$ cat config.mk
export PLATFORM = sky130hd
export DESIGN_NAME = bpred_table_ctrl
export DESIGN_NICKNAME = d
export VERILOG_FILES = /design/src/rtl/bpred_table_ctrl.sv
export SDC_FILE = /design/constraint.sdc
export NUM_CORES = 1
export LEC_CHECK = 0
export CAP_MARGIN = 10
export CELL_PAD_IN_SITES_DETAIL_PLACEMENT = 0
export CELL_PAD_IN_SITES_GLOBAL_PLACEMENT = 1
export CORE_MARGIN = 1.5
export CORE_UTILIZATION = 37
export CTS_CLUSTER_DIAMETER = 200
export DETAILED_ROUTE_END_ITERATION = 10
export PLACE_DENSITY_LB_ADDON = 0.25
export SLEW_MARGIN = 20
export SYNTH_ARGS = -nofsm -noshare
export SYNTH_HDL_FRONTEND = slang
export SYNTH_SLANG_ARGS = --single-unit
$ cat constraint.sdc
create_clock -name clk_i -period 1.87 [get_ports clk_i]
set_input_delay 0.561 -clock clk_i [delete_from_list [all_inputs] [get_ports clk_i]]
set_output_delay 0.561 -clock clk_i [all_outputs]
set_load 0.01 [all_outputs]
$ cat src/rtl/bpred_table_ctrl.sv
// bpred_table_ctrl: clears the PHT/BTB after reset or flush, then owns the single PHT write port
// Ports: clk_i/rstn_i clock and async active-low reset; flush_req_i restarts the clear walk;
//        upd_* EX-stage branch resolution; cfg_* debug/preload write (valid/ready);
//        pht_* registered PHT write port; btb_clr_* registered BTB invalidate port;
//        pred_en_o/busy_o/clr_done_o walk status; drop_cnt_o updates discarded while clearing.
module bpred_table_ctrl #(
    parameter int          PHT_SIZE = 1024,
    parameter int          BTB_SIZE = 256,
    parameter logic [1:0]  INIT_CNT = 2'b01,
    parameter int          IDX_W    = $clog2(PHT_SIZE),
    parameter int          BIDX_W   = $clog2(BTB_SIZE)
) (
    input  logic              clk_i,
    input  logic              rstn_i,
    input  logic              flush_req_i,
    input  logic              upd_valid_i,
    input  logic [IDX_W-1:0]  upd_idx_i,
    input  logic [1:0]        upd_cnt_i,
    input  logic              upd_taken_i,
    input  logic              cfg_valid_i,
    output logic              cfg_ready_o,
    input  logic [IDX_W-1:0]  cfg_idx_i,
    input  logic [1:0]        cfg_data_i,
    output logic              pht_we_o,
    output logic [IDX_W-1:0]  pht_waddr_o,
    output logic [1:0]        pht_wdata_o,
    output logic              btb_clr_we_o,
    output logic [BIDX_W-1:0] btb_clr_addr_o,
    output logic              pred_en_o,
    output logic              busy_o,
    output logic              clr_done_o,
    output logic [15:0]       drop_cnt_o
);
    typedef enum logic {CLEAR, RUN} state_t;
    localparam logic [IDX_W-1:0] LAST  = IDX_W'(PHT_SIZE - 1);
    localparam logic [IDX_W:0]   BTB_N = (IDX_W + 1)'(BTB_SIZE);
    state_t            state_q, state_d;
    logic [IDX_W-1:0]  ptr_q, ptr_d;
    logic              we_q, we_d;
    logic [IDX_W-1:0]  waddr_q, waddr_d;
    logic [1:0]        wdata_q, wdata_d;
    logic              btb_we_q, btb_we_d;
    logic [BIDX_W-1:0] btb_addr_q, btb_addr_d;
    logic              fin_q, fin_d;
    logic              done_q, done_d;
    logic              busy_q, busy_d;
    logic [15:0]       drop_q, drop_d;
    logic              in_btb;
    assign in_btb = {1'b0, ptr_q} < BTB_N;
    assign cfg_ready_o    = (state_q == RUN) & ~upd_valid_i & ~flush_req_i;
    assign pht_we_o       = we_q;
    assign pht_waddr_o    = waddr_q;
    assign pht_wdata_o    = wdata_q;
    assign btb_clr_we_o   = btb_we_q;
    assign btb_clr_addr_o = btb_addr_q;
    assign busy_o         = busy_q;
    assign pred_en_o      = ~busy_q;
    assign clr_done_o     = done_q;
    assign drop_cnt_o     = drop_q;
    always_comb begin
        state_d    = state_q;
        ptr_d      = ptr_q;
        we_d       = 1'b0;
        waddr_d    = waddr_q;
        wdata_d    = wdata_q;
        btb_we_d   = 1'b0;
        btb_addr_d = btb_addr_q;
        fin_d      = 1'b0;
        // fin_q marks the cycle the last clear write is on the port; status flips one cycle later
        done_d     = fin_q & ~flush_req_i;
        busy_d     = flush_req_i | (busy_q & ~fin_q);
        drop_d     = (upd_valid_i & (state_q == CLEAR | flush_req_i) & drop_q != 16'hFFFF) ? drop_q + 16'd1 : drop_q;
        if (flush_req_i) begin
            state_d = CLEAR;
            ptr_d   = '0;
        end else if (state_q == CLEAR) begin
            we_d       = 1'b1;
            waddr_d    = ptr_q;
            wdata_d    = INIT_CNT;
            btb_we_d   = in_btb;
            btb_addr_d = in_btb ? ptr_q[BIDX_W-1:0] : btb_addr_q;
            ptr_d      = ptr_q + 1'b1;
            state_d    = (ptr_q == LAST) ? RUN : CLEAR;
            fin_d      = ptr_q == LAST;
        end else if (upd_valid_i) begin
            we_d    = 1'b1;
            waddr_d = upd_idx_i;
            wdata_d = upd_taken_i ? ((upd_cnt_i == 2'b11) ? 2'b11 : upd_cnt_i + 2'b01)
                                  : ((upd_cnt_i == 2'b00) ? 2'b00 : upd_cnt_i - 2'b01);
        end else if (cfg_valid_i) begin
            we_d    = 1'b1;
            waddr_d = cfg_idx_i;
            wdata_d = cfg_data_i;
        end
    end
    always_ff @(posedge clk_i or negedge rstn_i) begin
        if (!rstn_i) begin
            state_q    <= CLEAR;
            ptr_q      <= '0;
            we_q       <= 1'b0;
            waddr_q    <= '0;
            wdata_q    <= '0;
            btb_we_q   <= 1'b0;
            btb_addr_q <= '0;
            fin_q      <= 1'b0;
            done_q     <= 1'b0;
            busy_q     <= 1'b1;
            drop_q     <= '0;
        end else begin
            state_q    <= state_d;
            ptr_q      <= ptr_d;
            we_q       <= we_d;
            waddr_q    <= waddr_d;
            wdata_q    <= wdata_d;
            btb_we_q   <= btb_we_d;
            btb_addr_q <= btb_addr_d;
            fin_q      <= fin_d;
            done_q     <= done_d;
            busy_q     <= busy_d;
            drop_q     <= drop_d;
        end
    end
endmodule

==> After elaboration in Yosys (flattened, before gate mapping) <==
Index checks and enable logic that the tools add are counted.
{ "classes": {"bitwise": 13, "n_addsub": 4, "order_cmp": 1, "n_eq_ne": 5, "reduce_logical": 3, "mux": 22} }
{ "op_table": {"columns": ["cell", "n"], "rows": [
  ["$mux W10", 5],
  ["$add A16 B1 Y16 const B", 1],
  ["$ne A16 B16 Y1 const B", 1],
  ["$mux W2", 6],
  ["$mux W1", 11],
  ["$add A10 B1 Y10 const B", 1],
  ["$eq A10 B10 Y1 const B", 1],
  ["$lt A10 B9 Y1 const B", 1],
  ["$and A1 B1 Y1", 6],
  ["$not A1 Y1", 5],
  ["$ne A3 B3 Y1 const B", 1],
  ["$reduce_and A3 Y1", 1],
  ["$add A2 B1 Y2 const B", 1],
  ["$eq A2 B2 Y1 const B", 1],
  ["$logic_not A2 Y1", 1],
  ["$ne A2 B2 Y1 const B", 1],
  ["$or A1 B1 Y1", 2],
  ["$reduce_and A2 Y1", 1],
  ["$sub A2 B1 Y2 const B", 1]
]} }
{ "totals": {"register_bits": 52, "in_bits": 30, "output_inout_bits": 42, "elab_cells": 59} }

==> Depth between registers and ports, before layout <==
{ "depth": {"word_depth": 5, "ltp_mapped": 6, "mapped_depth_nobuf": 5} }

==> Worst setup path after synthesis <==
OpenSTA, ideal clock, no wires.
{ "synth_path": {"path_kind": "input-to-reg", "start": "input port upd_valid_i", "end": "register waddr_q[4] (netlist: pht_waddr_o[4])", "cell_stages": 5, "setup_slack_ns": 0.147, "setup_ns": 0.125, "path_buffers": 2, "t_required_ns": 1.745, "t_arrival_ns": 1.598, "path_cell_list": "buf_4 > nor2_1 > a21oi_2 > buf_2 > mux2_2"} }
{ "synth_between": {"elab_chain_cells": 2, "elab_cells_between_ends": 4, "classes_between": "eq/ne (1); mux (2); reduce/logical (1)"} }
{ "synth_rtl": {"columns": ["item", "line_no", "text"], "rows": [
  ["start, declared", "16", "input logic upd_valid_i,"],
  ["$ne A3 B3 Y1 (no line) or $mux W10 (tied branches)", null, null],
  ["$reduce_and A2 Y1 (no line) or $mux W10 (tied branches)", null, null],
  ["end signal, assigned", "113", "waddr_q <= waddr_d;"],
  ["end, declared", "40", "logic [IDX_W-1:0] waddr_q, waddr_d;"]
]} }
Several ways; a longest one is shown, not always the timed one.
A chain may end at the register's enable or synchronous reset.

==> Final worst setup path <==
{ "layout_path": {"start": "register drop_q[6] (netlist: drop_cnt_o[6])", "end": "output port drop_cnt_o[6]"} }
{ "layout_lines": {"columns": ["item", "line_no", "text"], "rows": [
  ["start, declared", "47", "logic [15:0] drop_q, drop_d;"],
  ["start signal, assigned", "120", "drop_q <= drop_d;"],
  ["end, declared", "32", "output logic [15:0] drop_cnt_o"]
]} }
No word-level cell between the ends.

==> metrics.md <==
| Metric | Value |
|---|---|
| H-tree levels | 2 |
| Outcome | finished, violations left |
| Slowest CP cell | clkdlybuf4s50_1 |
| Largest net degree at the start of global routing | 32 |
| Critical Path RT | 1.31 ns |
| Mapped Nets | 255 |
| Final Hold Viols | 0 |
| Synth unique cells | 43 |
| Mapped Area | 2525 um^2 |
| CORE AREA | 6459 um^2 |
| VDD IR max | 785.6 uV |
| Sum of negative setup slack | 0 ns |
| # fillers | 603 |
| Clock tree buffer depth | 2 |
| Syn_area_per_cell | 11.32 um^2 |
| Rel. slew slack | 74.91% |
| GRT overflow | 0 |
| I/O pin cnt | 72 |
| Max_cap viols | 0 |
| Final min period | 1.851 ns |
| Crit end category | output pin |
| Clock Latency Late Sink | 0.30 ns |
| FMAX | 540.2 MHz |
| Gpl congestion | 0.7941 |
| Routed via count | 1988 |
| Area post-placement | 3382 um^2 |
| Multiplexer share of the synthesized area | 12.83% |
| Reg2Reg Depth | 5 |
| Synth Area in Compound Gates | 4.856% |
| Die ar. | 7329 um^2 |
| Clk pwr share | 21.4% |
| Critical path type | flip-flop to output pin |
| Total power | 3.042 mW |
| Synthesized flop and latch total | 52 |
| Xor/xnor share of the synthesized area | 7.978% |
| Final period util | 98.99% |
| Hold_buf cts | 0 |
| Place WS | -0.6091 ns |
| Initial Util | 39.09% |
| Fraction of final layout cells sized beyond drive strength 1 | 23.05% |
| Switching share of power | 28.92% |
| Gate power share | 33.1% |
| Root Driver | clkbuf_8 |
| Worst setup margin | 0.01895 ns |
| Sequential power share | 45.5% |
| Main combinational cell family by area after synthesis | simple AND/OR/NAND/NOR gates |
| Worst reg2reg setup slack | 0.12 ns |
| # rows | 29 |
| CP max stage delay | 0.58 ns |
| CTS sink cnt | 52 |
| Clock transition at the registers of the reported paths | 0.09 ns |
| Leakage | 1.601 nW |
| Die Y | 85.61 um |
| Hpwl dp | 4051 um |
| Top delay family on crit path | buffers and inverters |
| Diodes inserted | 0 |
| Worst Setup Start Kind | flip-flop |
| Buf/Inv on CP | 1 |
| Setup Skew | 0.006068 ns |
| Antenna Nets Post-Route | 0 |
| Failing checks | DRC |
| First-pass GRT wire length | 9749 um |
| Adder-Cell Fraction of Synth Area | 0.9911% |
| Initial antenna violation count | 0 |
| CP Max Fanout | 4 |
| Yosys warnings | 0 |
| Critical R2R Launch | drop_cnt_o[0] |
| Final Net Count | 352 |
| Psw | 0.8797 mW |
| Worst endpoint data arrival time | 1.29 ns |
| CTS tree | built |
| Post-DR vias/cell | 4.995 |
| All-Layer GR Usage | 16.78% |
| RR Endpoint | drop_cnt_o[10] |
| Port Buf Inserts | 71 |
| Synth Instances | 223 |
| Cell Chain, Critical Path | clkdlybuf4s50_1 |
| Worst hold path type | primary input to async pin |
| Drt wl/cell | 14.86 um |
| Routed wire length | 5916 um |
| DR pass1 iterations | 7 |
| CTS Buf Count | 5 |
| Die width | 85.61 um |
| Worst setup startpoint | drop_cnt_o[6] |
| Initial drt markers | 108 |
| Sequential-to-total area share from yosys stat | 51.59% |
| Int Pwr | 2.162 mW |
| Simple-Gate Fraction of Synth Area | 18.63% |
| Pin slew with the least headroom to its limit | 0.3730 ns |
| Synth-to-Final Area Change | 43.26% |
| Finished Cell Area | 3617 um^2 |
| DRC Markers | 6 |
| Final setup viols | 0 |
| Power Density | 841.0 nW/um^2 |
| Final Max Slew Viols | 0 |
| Number of global-route vias before repair | 1991 |
## power by group through the flow
stage	Sequential, mW	Clock, mW	Combinational, mW
floorplan	1.50	0	0.259
global placement	1.46	0	0.723
detailed placement	1.47	0	0.737
CTS	1.40	0.677	0.860
global route	1.40	0.724	1.10
finish	1.38	0.650	1.01
## how the worst max path moves through the flow
stage,to,cells after the start,slack [ns]
finish,drop_cnt_o[6],1,0.02
global route,drop_cnt_o[6],1,-0.03
CTS,drop_cnt_o[4],1,0.005
detailed placement,cfg_ready_o,4,-0.61
global placement,cfg_ready_o,4,-0.60
floorplan,pht_waddr_o[4],5,0.15
## cell families after synthesis
| group | after synthesis |
|---|---|
| simple gates | 79 |
| flops | 52 |
| mux | 30 |
| xor+xnor | 23 |
| compound gates | 22 |
| buf+inv | 15 |
| fa+ha+maj | 2 |
## sequential cells by signal, summed over array words and instances (netlist names)
register	cells
btb_clr_addr_o	8
btb_clr_we_o	1
busy_o	1
clr_done_o	1
drop_cnt_o	16
fin_q	1
pht_waddr_o	10
pht_wdata_o	2
pht_we_o	1
ptr_q	10
state_q	1
## per-stage QoR
stage          hold slack, ns  util (%)  cells
3_5_place_dp           0.3885     52.36    373
2_1_floorplan          0.2654         -    223
3_3_place_gp           0.3901     52.36    373
5_1_grt                0.1341     56.01    398
6_report               0.1307     56.01    398
4_1_cts                0.1272     54.57    387
## cells in the mapped netlist (all sizes together)
cell / n / area share (%)
o31ai: 1 / 0.30
ha: 2 / 0.99
o21ai: 5 / 0.99
dfstp: 1 / 1.0
nor2b: 2 / 0.50
buf: 9 / 2.2
or4: 1 / 0.45
nor3b: 1 / 0.30
xnor2: 5 / 1.7
clkbuf: 1 / 0.15
dfrtp: 51 / 51
and4: 1 / 0.35
or2b: 1 / 0.30
nor3: 7 / 1.6
mux2: 19 / 8.5
and3b: 1 / 0.35
o2111ai: 1 / 0.35
or3: 1 / 0.25
nor2: 25 / 3.7
inv: 5 / 0.74
nand3: 7 / 1.6
nand4: 6 / 1.7
o21bai: 1 / 0.30
or3b: 1 / 0.35
mux2i: 11 / 4.4
nor4: 12 / 4.6
or2: 2 / 0.50
a21oi: 14 / 2.9
nand4b: 1 / 0.35
xor2: 18 / 6.2
nand2: 10 / 1.8
## area by class of cell
type	count	area (um^2)	share of cell area, %
inverters	5	18.77	0.5189
clock buffers	8	90.09	2.490
multi-input cells	156	1150	31.79
well taps	77	96.34	2.663
flip-flops and latches	52	1308	36.15
repair buffers	100	954.7	26.39
## layout by cell type (no fill, tap or decap), types with 9 or more instances in the layout
| cell | n |
|---|---|
| nand2_1 | 9 |
| buf_4 | 26 |
| xor2_1 | 18 |
| mux2i_1 | 11 |
| a21oi_1 | 13 |
| dfrtp_1 | 47 |
| mux2_2 | 18 |
| nor2_1 | 25 |
| clkdlybuf4s50_1 | 64 |
## timing repair
action	4_1_cts	5_1_grt
hold endpoints to repair	0	0
resized for setup	15	3
gates cloned	0	0
pin swaps	0	1
setup buffers	6	11
endpoints found under the setup margin	30	11
## per-layer routing
metal / up-vias / global-route usage [%] / share of wire [%]
met2: 63 / 24.62 / 45
met5: - / 0 / 0
met4: 0 / 6.452 / 1.7
met3: 6 / 3.946 / 6.2
li1: 978 / - / -
met1: 941 / 24.06 / 47
Power figures use the tool's default switching activity.
